===== config.mk =====
export PLATFORM = sky130hd
export DESIGN_NAME = regfile_wb_arbiter
export DESIGN_NICKNAME = d
export VERILOG_FILES = /design/src/rtl/regfile_wb_pkg.sv /design/src/rtl/rr_multi_grant.sv /design/src/rtl/regfile_wb_arbiter.sv
export SDC_FILE = /design/constraint.sdc
export NUM_CORES = 1
export LEC_CHECK = 0
export CORE_MARGIN = 2
export CORE_UTILIZATION = 48
export DETAILED_ROUTE_END_ITERATION = 12
export GPL_TIMING_DRIVEN = 0
export PLACE_DENSITY = 0.83
export REMOVE_ABC_BUFFERS = 1
export SKIP_LAST_GASP = 1
export SLEW_MARGIN = 10
export SYNTH_ARGS = -nofsm -noshare
export SYNTH_HDL_FRONTEND = slang
export SYNTH_SLANG_ARGS = --single-unit

===== constraint.sdc =====
create_clock -name clk_i -period 8.95 [get_ports clk_i]
set_clock_uncertainty 0.15 [all_clocks]
set_input_delay 1.79 -clock clk_i [delete_from_list [all_inputs] [get_ports clk_i]]
set_output_delay 1.79 -clock clk_i [all_outputs]
set_load 0.01 [all_outputs]

===== src/rtl/regfile_wb_pkg.sv =====
// Shared types and constants for the regfile write-back arbiter.
package regfile_wb_pkg;

  localparam int ADDR_WIDTH    = 5;
  localparam int WB_DATA_WIDTH = 64;

  typedef struct packed {
    logic [ADDR_WIDTH-1:0]    addr;
    logic [WB_DATA_WIDTH-1:0] data;
  } wb_req_t;

  typedef enum logic {
    INIT = 1'b0,
    RUN  = 1'b1
  } state_e;

endpackage


===== src/rtl/rr_multi_grant.sv =====
// Combinational round-robin picker that hands up to NR_WRITE_PORTS grants per cycle
// to write-back requesters, skipping same-address collisions and filtering x0 writes.
module rr_multi_grant
  import regfile_wb_pkg::*;
#(
  parameter int NR_REQ         = 4,
  parameter int NR_WRITE_PORTS = 2,
  parameter int PTR_WIDTH      = 2,
  parameter bit ZERO_REG_ZERO  = 1'b1
) (
  input  logic [NR_REQ-1:0]                         valid,
  input  logic [NR_REQ-1:0][ADDR_WIDTH-1:0]         addr,
  input  logic [PTR_WIDTH-1:0]                      ptr,
  output logic [NR_REQ-1:0]                         grant,
  output logic [NR_WRITE_PORTS-1:0][PTR_WIDTH-1:0]  port_sel,
  output logic [NR_WRITE_PORTS-1:0]                 port_we,
  output logic [PTR_WIDTH-1:0]                      next_ptr
);

  logic [NR_WRITE_PORTS-1:0][ADDR_WIDTH-1:0] taken_addr;
  logic [PTR_WIDTH-1:0]                      idx;
  logic                                      is_zero;
  logic                                      clash;
  int                                        n_granted;
  int                                        sum;

  always_comb begin
    grant      = '0;
    port_sel   = '0;
    port_we    = '0;
    taken_addr = '0;
    next_ptr   = ptr;
    n_granted  = 0;
    idx        = '0;
    is_zero    = 1'b0;
    clash      = 1'b0;
    sum        = 0;
    for (int i = 0; i < NR_REQ; i++) begin
      sum = int'(ptr) + i;
      if (sum >= NR_REQ) sum = sum - NR_REQ;
      idx     = PTR_WIDTH'(sum);
      is_zero = ZERO_REG_ZERO && (addr[idx] == '0);
      // Only ports that will really write take part in collision checks,
      // so an x0 slot never blocks a later real write.
      clash = 1'b0;
      for (int k = 0; k < NR_WRITE_PORTS; k++) begin
        if (port_we[k] && (taken_addr[k] == addr[idx])) clash = 1'b1;
      end
      if (valid[idx] && (n_granted < NR_WRITE_PORTS) && !clash) begin
        grant[idx] = 1'b1;
        for (int k = 0; k < NR_WRITE_PORTS; k++) begin
          if (k == n_granted) begin
            port_sel[k]   = idx;
            port_we[k]    = !is_zero;
            taken_addr[k] = addr[idx];
          end
        end
        n_granted = n_granted + 1;
        next_ptr  = (int'(idx) == NR_REQ - 1) ? '0 : idx + PTR_WIDTH'(1);
      end
    end
  end

endmodule


===== src/rtl/regfile_wb_arbiter.sv =====
// Arbitrates write-back requesters onto the integer regfile write ports and
// zero-sweeps every architectural register after reset or on request.
//
// state | meaning
// INIT  | sweeping zeros over all registers, requesters held off
// RUN   | round-robin arbitration of write-back requests
module regfile_wb_arbiter
  import regfile_wb_pkg::*;
#(
  parameter int NR_REQ         = 4,
  parameter int NR_WRITE_PORTS = 2,
  parameter int DATA_WIDTH     = 64,
  parameter int NUM_WORDS      = 32,
  parameter bit ZERO_REG_ZERO  = 1'b1
) (
  input  logic                                       clk_i,
  input  logic                                       rst_ni,
  input  logic                                       init_req_i,
  output logic                                       init_done_o,
  input  logic [NR_REQ-1:0]                          req_valid_i,
  input  logic [NR_REQ-1:0][ADDR_WIDTH-1:0]          req_addr_i,
  input  logic [NR_REQ-1:0][DATA_WIDTH-1:0]          req_data_i,
  output logic [NR_REQ-1:0]                          req_ready_o,
  output logic [NR_WRITE_PORTS-1:0][ADDR_WIDTH-1:0]  waddr_o,
  output logic [NR_WRITE_PORTS-1:0][DATA_WIDTH-1:0]  wdata_o,
  output logic [NR_WRITE_PORTS-1:0]                  we_o
);

  localparam int PW = (NR_REQ > 1) ? $clog2(NR_REQ) : 1;
  localparam int CW = $clog2(NUM_WORDS + NR_WRITE_PORTS);

  state_e                             state_q, state_d;
  logic [CW-1:0]                      cnt_q, cnt_d;
  logic [PW-1:0]                      ptr_q, ptr_d;
  logic [NR_REQ-1:0]                  grant;
  logic [NR_WRITE_PORTS-1:0][PW-1:0]  port_sel;
  logic [NR_WRITE_PORTS-1:0]          port_we;
  logic [PW-1:0]                      next_ptr;
  logic [NR_WRITE_PORTS-1:0]          we_d;
  wb_req_t [NR_WRITE_PORTS-1:0]       port_d;

  rr_multi_grant #(
    .NR_REQ         (NR_REQ),
    .NR_WRITE_PORTS (NR_WRITE_PORTS),
    .PTR_WIDTH      (PW),
    .ZERO_REG_ZERO  (ZERO_REG_ZERO)
  ) u_pick (
    .valid    (req_valid_i),
    .addr     (req_addr_i),
    .ptr      (ptr_q),
    .grant    (grant),
    .port_sel (port_sel),
    .port_we  (port_we),
    .next_ptr (next_ptr)
  );

  assign init_done_o = (state_q == RUN);

  always_comb begin
    state_d     = state_q;
    cnt_d       = cnt_q;
    ptr_d       = ptr_q;
    we_d        = '0;
    req_ready_o = '0;
    // Idle ports keep their last address/data; only we drops.
    for (int p = 0; p < NR_WRITE_PORTS; p++) begin
      port_d[p].addr = waddr_o[p];
      port_d[p].data = WB_DATA_WIDTH'(wdata_o[p]);
    end
    case (state_q)
      INIT: begin
        for (int p = 0; p < NR_WRITE_PORTS; p++) begin
          if (int'(cnt_q) + p < NUM_WORDS) begin
            we_d[p]        = 1'b1;
            port_d[p].addr = ADDR_WIDTH'(int'(cnt_q) + p);
            port_d[p].data = '0;
          end
        end
        if (int'(cnt_q) + NR_WRITE_PORTS >= NUM_WORDS) begin
          state_d = RUN;
          cnt_d   = '0;
        end else begin
          cnt_d = cnt_q + CW'(NR_WRITE_PORTS);
        end
      end
      RUN: begin
        if (init_req_i) begin
          state_d = INIT;
          cnt_d   = '0;
          ptr_d   = '0;
        end else begin
          req_ready_o = grant;
          ptr_d       = next_ptr;
          for (int p = 0; p < NR_WRITE_PORTS; p++) begin
            if (port_we[p]) begin
              we_d[p]        = 1'b1;
              port_d[p].addr = req_addr_i[port_sel[p]];
              port_d[p].data = WB_DATA_WIDTH'(req_data_i[port_sel[p]]);
            end
          end
        end
      end
      default: state_d = INIT;
    endcase
  end

  always_ff @(posedge clk_i or negedge rst_ni) begin
    if (!rst_ni) begin
      state_q <= INIT;
      cnt_q   <= '0;
      ptr_q   <= '0;
      we_o    <= '0;
      waddr_o <= '0;
      wdata_o <= '0;
    end else begin
      state_q <= state_d;
      cnt_q   <= cnt_d;
      ptr_q   <= ptr_d;
      we_o    <= we_d;
      for (int p = 0; p < NR_WRITE_PORTS; p++) begin
        waddr_o[p] <= port_d[p].addr;
        wdata_o[p] <= port_d[p].data[DATA_WIDTH-1:0];
      end
    end
  end

endmodule


After elaboration in Yosys (flattened, before gate mapping)
Cells that the tools add are included.
{"block": "word_totals", "reg_bits": 149, "in_bits": 283, "out_inout_bits": 145, "elab_cells": 203}
{"block": "classes", "add_sub_neg": 16, "magnitude_cmp": 20, "eq_ne": 18, "n_mux": 104, "bitwise_logic": 4, "n_reduce_logical": 33}
{"op": "$mux W69", "count": 4}
{"op": "$pmux W138 S2", "count": 1}
{"op": "$bmux W64 S2", "count": 2}
{"op": "$mux W138", "count": 1}
{"op": "$mux W64", "count": 2}
{"op": "$eq A2 B32 Y1 const A", "count": 3}
{"op": "$logic_not A32 Y1", "count": 3}
{"op": "$lt A32 B3 Y1 const B", "count": 3}
{"op": "$add A32 B2 Y32 const B", "count": 2}
{"op": "$mux W32", "count": 2}
{"op": "$bmux W5 S2", "count": 6}
{"op": "$mux W5", "count": 11}
{"op": "$mux W2", "count": 24}
{"op": "$mux W4", "count": 9}
{"op": "$lt A32 B7 Y1 const B", "count": 1}
{"op": "$mux W1", "count": 27}
{"op": "$eq A5 B5 Y1", "count": 5}
{"op": "$logic_not A5 Y1", "count": 4}
{"op": "$mux W10", "count": 2}
{"op": "$lt A2 B3 Y1 const B", "count": 6}
{"op": "$logic_and A1 B1 Y1", "count": 15}
{"op": "$mux W6", "count": 2}
{"op": "$or A4 B4 Y4", "count": 3}
{"op": "$pmux W6 S2", "count": 1}
{"op": "other kinds (24)", "count": 56}

Longest topological paths before layout
{"block": "logic_depth", "depth_word": 31, "depth_mapped": 30, "mapped_depth_nobuf": 19}

Cells and area by module
From an unflattened synthesis, not the netlist that was laid out.
{"block": "hier_totals", "cells_unflattened": 792, "hier_area_um2": 10746.6}
{"module": "regfile_wb_arbiter", "n_inst": 1, "cells_each": 560, "area_per_inst_um2": 8770.9, "seq_area_each_um2": 3703.6}
{"module": "rr_multi_grant", "n_inst": 1, "cells_each": 232, "area_per_inst_um2": 1975.6, "seq_area_each_um2": 0.0}

Least setup slack after synthesis
No wires, ideal clock.
{"block": "synth_path", "kind": "register to output", "startpoint": "register ptr_q[0]", "endpoint": "output req_ready_o[0]", "arrival_time_ns": 5.540, "required_time_ns": 7.010, "slack_ns": 1.470, "stages_incl_launch_ff": 24, "n_path_buf": 8, "cell_sequence": "dfrtp_1 > buf_6 > buf_6 > buf_6 > inv_1 > clkbuf_1 > clkbuf_1 > ha_1 > buf_2 > mux4_2 > buf_2 > mux2_2 > o31ai_2 > a31oi_4 > clkbuf_1 > ha_1 > a211oi_1 > inv_1 > a211oi_4 > o41a_1 > o21ai_4 > a21oi_1 > nand2_1 > a21oi_1"}
{"block": "synth_between", "elab_chain_cells": 28}
{"item": "start, declared", "line": "regfile_wb_arbiter.sv:34", "source": "logic [PW-1:0] ptr_q, ptr_d;"}
{"item": "start signal, assigned", "line": "regfile_wb_arbiter.sv:118", "source": "ptr_q <= ptr_d;"}
{"item": "parallel branches: the longest is 25 deep, another holds $lt A32 B3 Y1"}
{"item": "$mux W4 *", "line": "rr_multi_grant.sv:49", "source": "if (valid[idx] && (n_granted < NR_WRITE_PORTS) && !clash) begin"}
{"item": "$mux W4 *", "line": "regfile_wb_arbiter.sv:87", "source": "if (init_req_i) begin"}
{"item": "$mux W4 *", "line": "regfile_wb_arbiter.sv:70", "source": "case (state_q)"}
{"item": "end, declared", "line": "regfile_wb_arbiter.sv:23", "source": "output logic [NR_REQ-1:0] req_ready_o,"}
Every way passes the cells marked *. The select of a mux whose other input is x is not followed.

Final worst setup path
{"block": "layout_path", "startpoint": "input req_addr_i[8] (netlist name)", "endpoint": "register wdata_o[84] (netlist name)"}
{"block": "layout_between", "elab_chain_cells": 29}
{"item": "start, declared", "line": "regfile_wb_arbiter.sv:21", "source": "input logic [NR_REQ-1:0][ADDR_WIDTH-1:0] req_addr_i,"}
{"item": "parallel branches: the longest is 29 deep, another holds $lt A32 B3 Y1"}
{"item": "end signal, assigned by index", "line": "regfile_wb_arbiter.sv:122", "source": "wdata_o[p] <= port_d[p].data[DATA_WIDTH-1:0];"}
{"item": "end, declared", "line": "regfile_wb_arbiter.sv:25", "source": "output logic [NR_WRITE_PORTS-1:0][DATA_WIDTH-1:0] wdata_o,"}
Parallel ways; which one is timed is not known. The select of a mux whose other input is x is not followed.
A chain may end at the register's enable or synchronous reset.

==> implementation parameters <==
Parameter                              Value

Floorplanning
  Site row count    61
  Number of I/O pins    428
  Initial core utilization    48.52%
  Chip height    171.1 um
  Die ar.    29280 um^2
  DIE WIDTH    171.1 um
  Standard cell core area    27630 um^2

Power
  Power density normalized to cell area    508.0 nW/um^2
  Total power of the final layout    9803 uW
  Standby leakage power    0.007929 uW
  Peak supply drop    0.5439 mV

Layout
  Share of post-route cells with drive strength above 1    8.311%
  Layout overhead on the synthesized area    43.95%
  Net count of the finished layout    2119
  Fin cells    2230

STA
  Final min period    8600 ps
  Final Max Slew Viols    0
  Smallest hold slack    334.9 ps
  Max_slew headroom    28.96%
  Crit share post-route    96.09%
  Sum of negative setup slack    0 ps
  Max Fclk    116.3 MHz
  Number of endpoints with negative hold slack in the final report    0
  Unrepaired setup endpoints after global routing    false
  # setup viols final    0
  Measured slew at the worst slew-check pin    1066 ps

Critical path
  Crit. End Element    flip-flop
  Longest individual stage delay on the worst path    690 ps
  Maximum fanout along the worst path    18
  Required time at the worst-slack endpoint    9120 ps
  Startpoint class of the critical path    input pin
  Top cell by count, worst path    sky130_fd_sc_hd__buf_16
  Category of the most critical setup path    in -> reg
  Worst path cell trace    clkdlybuf4s50_1 -> mux4_2 -> mux2_2 -> o31ai_2 -> a31oi_4 -> ha_1 -> a211oi_1 -> inv_1 -> nor2_4 -> nand3_1 -> a221o_1 -> o211ai_2 -> a21oi_4 -> buf_16 -> mux2i_4 -> buf_16 -> buf_16 -> buf_16 -> buf_16 -> mux2_1 -> o22ai_1 -> o21ai_1
  Master of the slowest instance on the critical path    sky130_fd_sc_hd__mux4_2
  Worst path arrival time    8770 ps

Yosys
  Fraction of registers with async set/reset    100.0%
  Cell area after synthesis    13410 um^2
  Dominant register cell in the synthesized netlist    sky130_fd_sc_hd__dfrtp_1
  Mean cell area of the mapped netlist    8.973 um^2
  Number of synthesized flops with an enable pin    0
  #FFs+latches synth    148
  Number of unique standard cell types used by synthesis    66
  Sequential area share after synthesis    27.63%
  Ys Warns    0
  Cells after Synth    1494

Placed design
  Placed instance count    2183
  Placed wire-length estimate    40450 um
  Number of input and output port buffers inserted    427
  Final Wtd Congestion    0.8944

CTS
  H-tree Lvls    4
  Clock Root Buffer    sky130_fd_sc_hd__clkbuf_16
  Number of hold-repair buffers added at the cts stage    0
  Clock transition at the registers of the reported paths    70 ps
  TritonCTS clock tree    built
  Clock sink total    148
  Worst-case clock buffer depth    2
  Worst-skew pair later-pin latency    450 ps
  Cts bufs inserted    17

Route
  # DRC    0
  Antenna-violating nets left    0
  Routed wire length    59770 um
  Violation count after the first detailed-route iteration    1822
  TritonRoute pass-1 iters    6
  Vias after detailed routing    15640
  Post-detailed-route via-to-cell ratio    7.011
  Average detailed-routed wire length per instance    26.80 um

Run
  Number of max-cap violations    0

Global routing
  GRT Total Usage    39.98%
  Number of antenna violations at the first check in global routing    11
  Overflow left after global routing    0
  Vias in the first global route    15440
  Wire length of the first global-routing pass    90160 um
  Pin count of the biggest net entering global routing    85

Worst hold path
  Worst hold-check path type    reg -> reg

Status
  Status    finished, final reports clean
-- cell type report --
class,count,area [um^2]
diodes,11,27.53
clock buffers,18,439.2
clock inverters,14,157.7
fillers,2139,8332
inverters,15,58.81
multi-input cells,1168,9002
flip-flops and latches,148,3707
well taps,378,473.0
repair buffers,478,5431
-- where the power goes --
part / internal [uW] / total (uW) / switching, uW
Clock: 405 / 767 / 361
Sequential: 760 / 853 / 92.3
Combinational: 3580 / 8180 / 4610
Total: 4740 / 9800 / 5060
-- registers in the layout, indices dropped and copies added, names as in the netlist --
register / flops
wdata_o: 128
waddr_o: 10
cnt_q: 5
ptr_q: 2
we_o: 2
init_done_o: 1
-- path summary, 6_finish.rpt --
| path | cells past startpoint | from | slack [ps] | end |
|---|---|---|---|---|
| hold reg to reg | 2 | wdata_o[85]$_DFFE_PN0P_ | 330 | wdata_o[85]$_DFFE_PN0P_ |
| hold / removal | 2 | wdata_o[85]$_DFFE_PN0P_ | 330 | wdata_o[85]$_DFFE_PN0P_ |
| setup reg to reg | 23 | ptr_q[1]$_DFFE_PN0P_ | 500 | wdata_o[84]$_DFFE_PN0P_ |
| max in group asynchronous | 2 | rst_ni | 6640 | wdata_o[71]$_DFFE_PN0P_ |
| setup / recovery | 22 | req_addr_i[8] | 350 | wdata_o[84]$_DFFE_PN0P_ |
| min in group asynchronous | 1 | rst_ni | 1130 | we_o[0]$_DFF_PN0_ |
-- logic make-up after synthesis --
family	count (synthesis)	share of synthesized area [%]
DFF	148	27.63
adders and majority gates	8	0.7467
AOI/OAI and AO/OA	508	30.17
buffers and inverters	179	6.309
muxes	254	21.92
and+or+nand+nor	376	11.86
xor gates and xnor gates	21	1.372
-- per-layer routing --
metal / vias to the layer above / part of all wire (%) / GRT usage [%]
li1: 6583 / - / -
met1: 7599 / 37 / 47.91
met2: 1189 / 46 / 63.64
met3: 262 / 11 / 11.40
met4: 2 / 5.7 / 24.21
met5: - / 0.022 / 0
-- stage by stage --
stage / instance area (um^2) / utilization (%) / worst slack [ps]
after floorplan: 12620 / - / -10420
after global placement: 17360 / 62.84 / -28380
after detailed placement: 18600 / 67.33 / -443.7
after CTS: 19260 / 69.71 / 252.9
after global routing: 19290 / 69.82 / 61.10
final: 19300 / 69.84 / 350.2
-- cell usage after synthesis (8+ instances only) --
master	count	area (um^2)
sky130_fd_sc_hd__mux4_2	23	518.0
sky130_fd_sc_hd__o21ai_0	19	95.09
sky130_fd_sc_hd__a21oi_1	26	130.1
sky130_fd_sc_hd__xnor2_1	11	96.34
sky130_fd_sc_hd__xor2_1	10	87.58
sky130_fd_sc_hd__mux2_1	58	653.1
sky130_fd_sc_hd__buf_1	11	41.29
sky130_fd_sc_hd__a221oi_1	130	1139
sky130_fd_sc_hd__a211oi_1	9	67.56
sky130_fd_sc_hd__o22ai_1	66	412.9
sky130_fd_sc_hd__buf_4	21	157.7
sky130_fd_sc_hd__nor2b_1	17	106.4
sky130_fd_sc_hd__dfrtp_1	148	3704
sky130_fd_sc_hd__a32o_1	66	660.6
sky130_fd_sc_hd__nand3_1	13	65.06
sky130_fd_sc_hd__ha_1	8	100.1
sky130_fd_sc_hd__nor2_1	80	300.3
sky130_fd_sc_hd__o21ai_1	66	330.3
sky130_fd_sc_hd__clkbuf_1	81	304.0
sky130_fd_sc_hd__a221o_1	69	690.7
sky130_fd_sc_hd__nand2_1	224	840.8
sky130_fd_sc_hd__nand2b_1	9	56.30
sky130_fd_sc_hd__mux2i_1	154	1541
sky130_fd_sc_hd__mux2_2	18	202.7
sky130_fd_sc_hd__buf_2	46	230.2
sky130_fd_sc_hd__inv_1	15	56.30
-- layout by cell type (no fill, tap or decap), types with 66 or more instances in the layout --
cell type,instances
sky130_fd_sc_hd__clkdlybuf4s50_1,426
sky130_fd_sc_hd__nand2_1,224
sky130_fd_sc_hd__mux2i_1,152
sky130_fd_sc_hd__dfrtp_1,147
sky130_fd_sc_hd__a221oi_1,130
sky130_fd_sc_hd__nor2_1,79
sky130_fd_sc_hd__a221o_1,69
sky130_fd_sc_hd__o21ai_1,66
sky130_fd_sc_hd__a32o_1,66
sky130_fd_sc_hd__o22ai_1,66
-- critical path: cells and delay by family --
family | cells | cell delay (ps)
buffers and inverters | 7 | 1920
adders and majority gates | 1 | 220
and+or+nand+nor | 2 | 380
AOI/OAI and AO/OA | 8 | 2410
muxes | 4 | 1990
-- repair_timing --
action,in CTS,in global routing
buffers inserted,3,0
gates cloned,1,0
resized for setup,2,2
endpoints found under the hold margin,0,0
pin swaps,2,0
endpoints found under the setup margin,35,17
No activity file was read; power rests on OpenSTA's default activity.
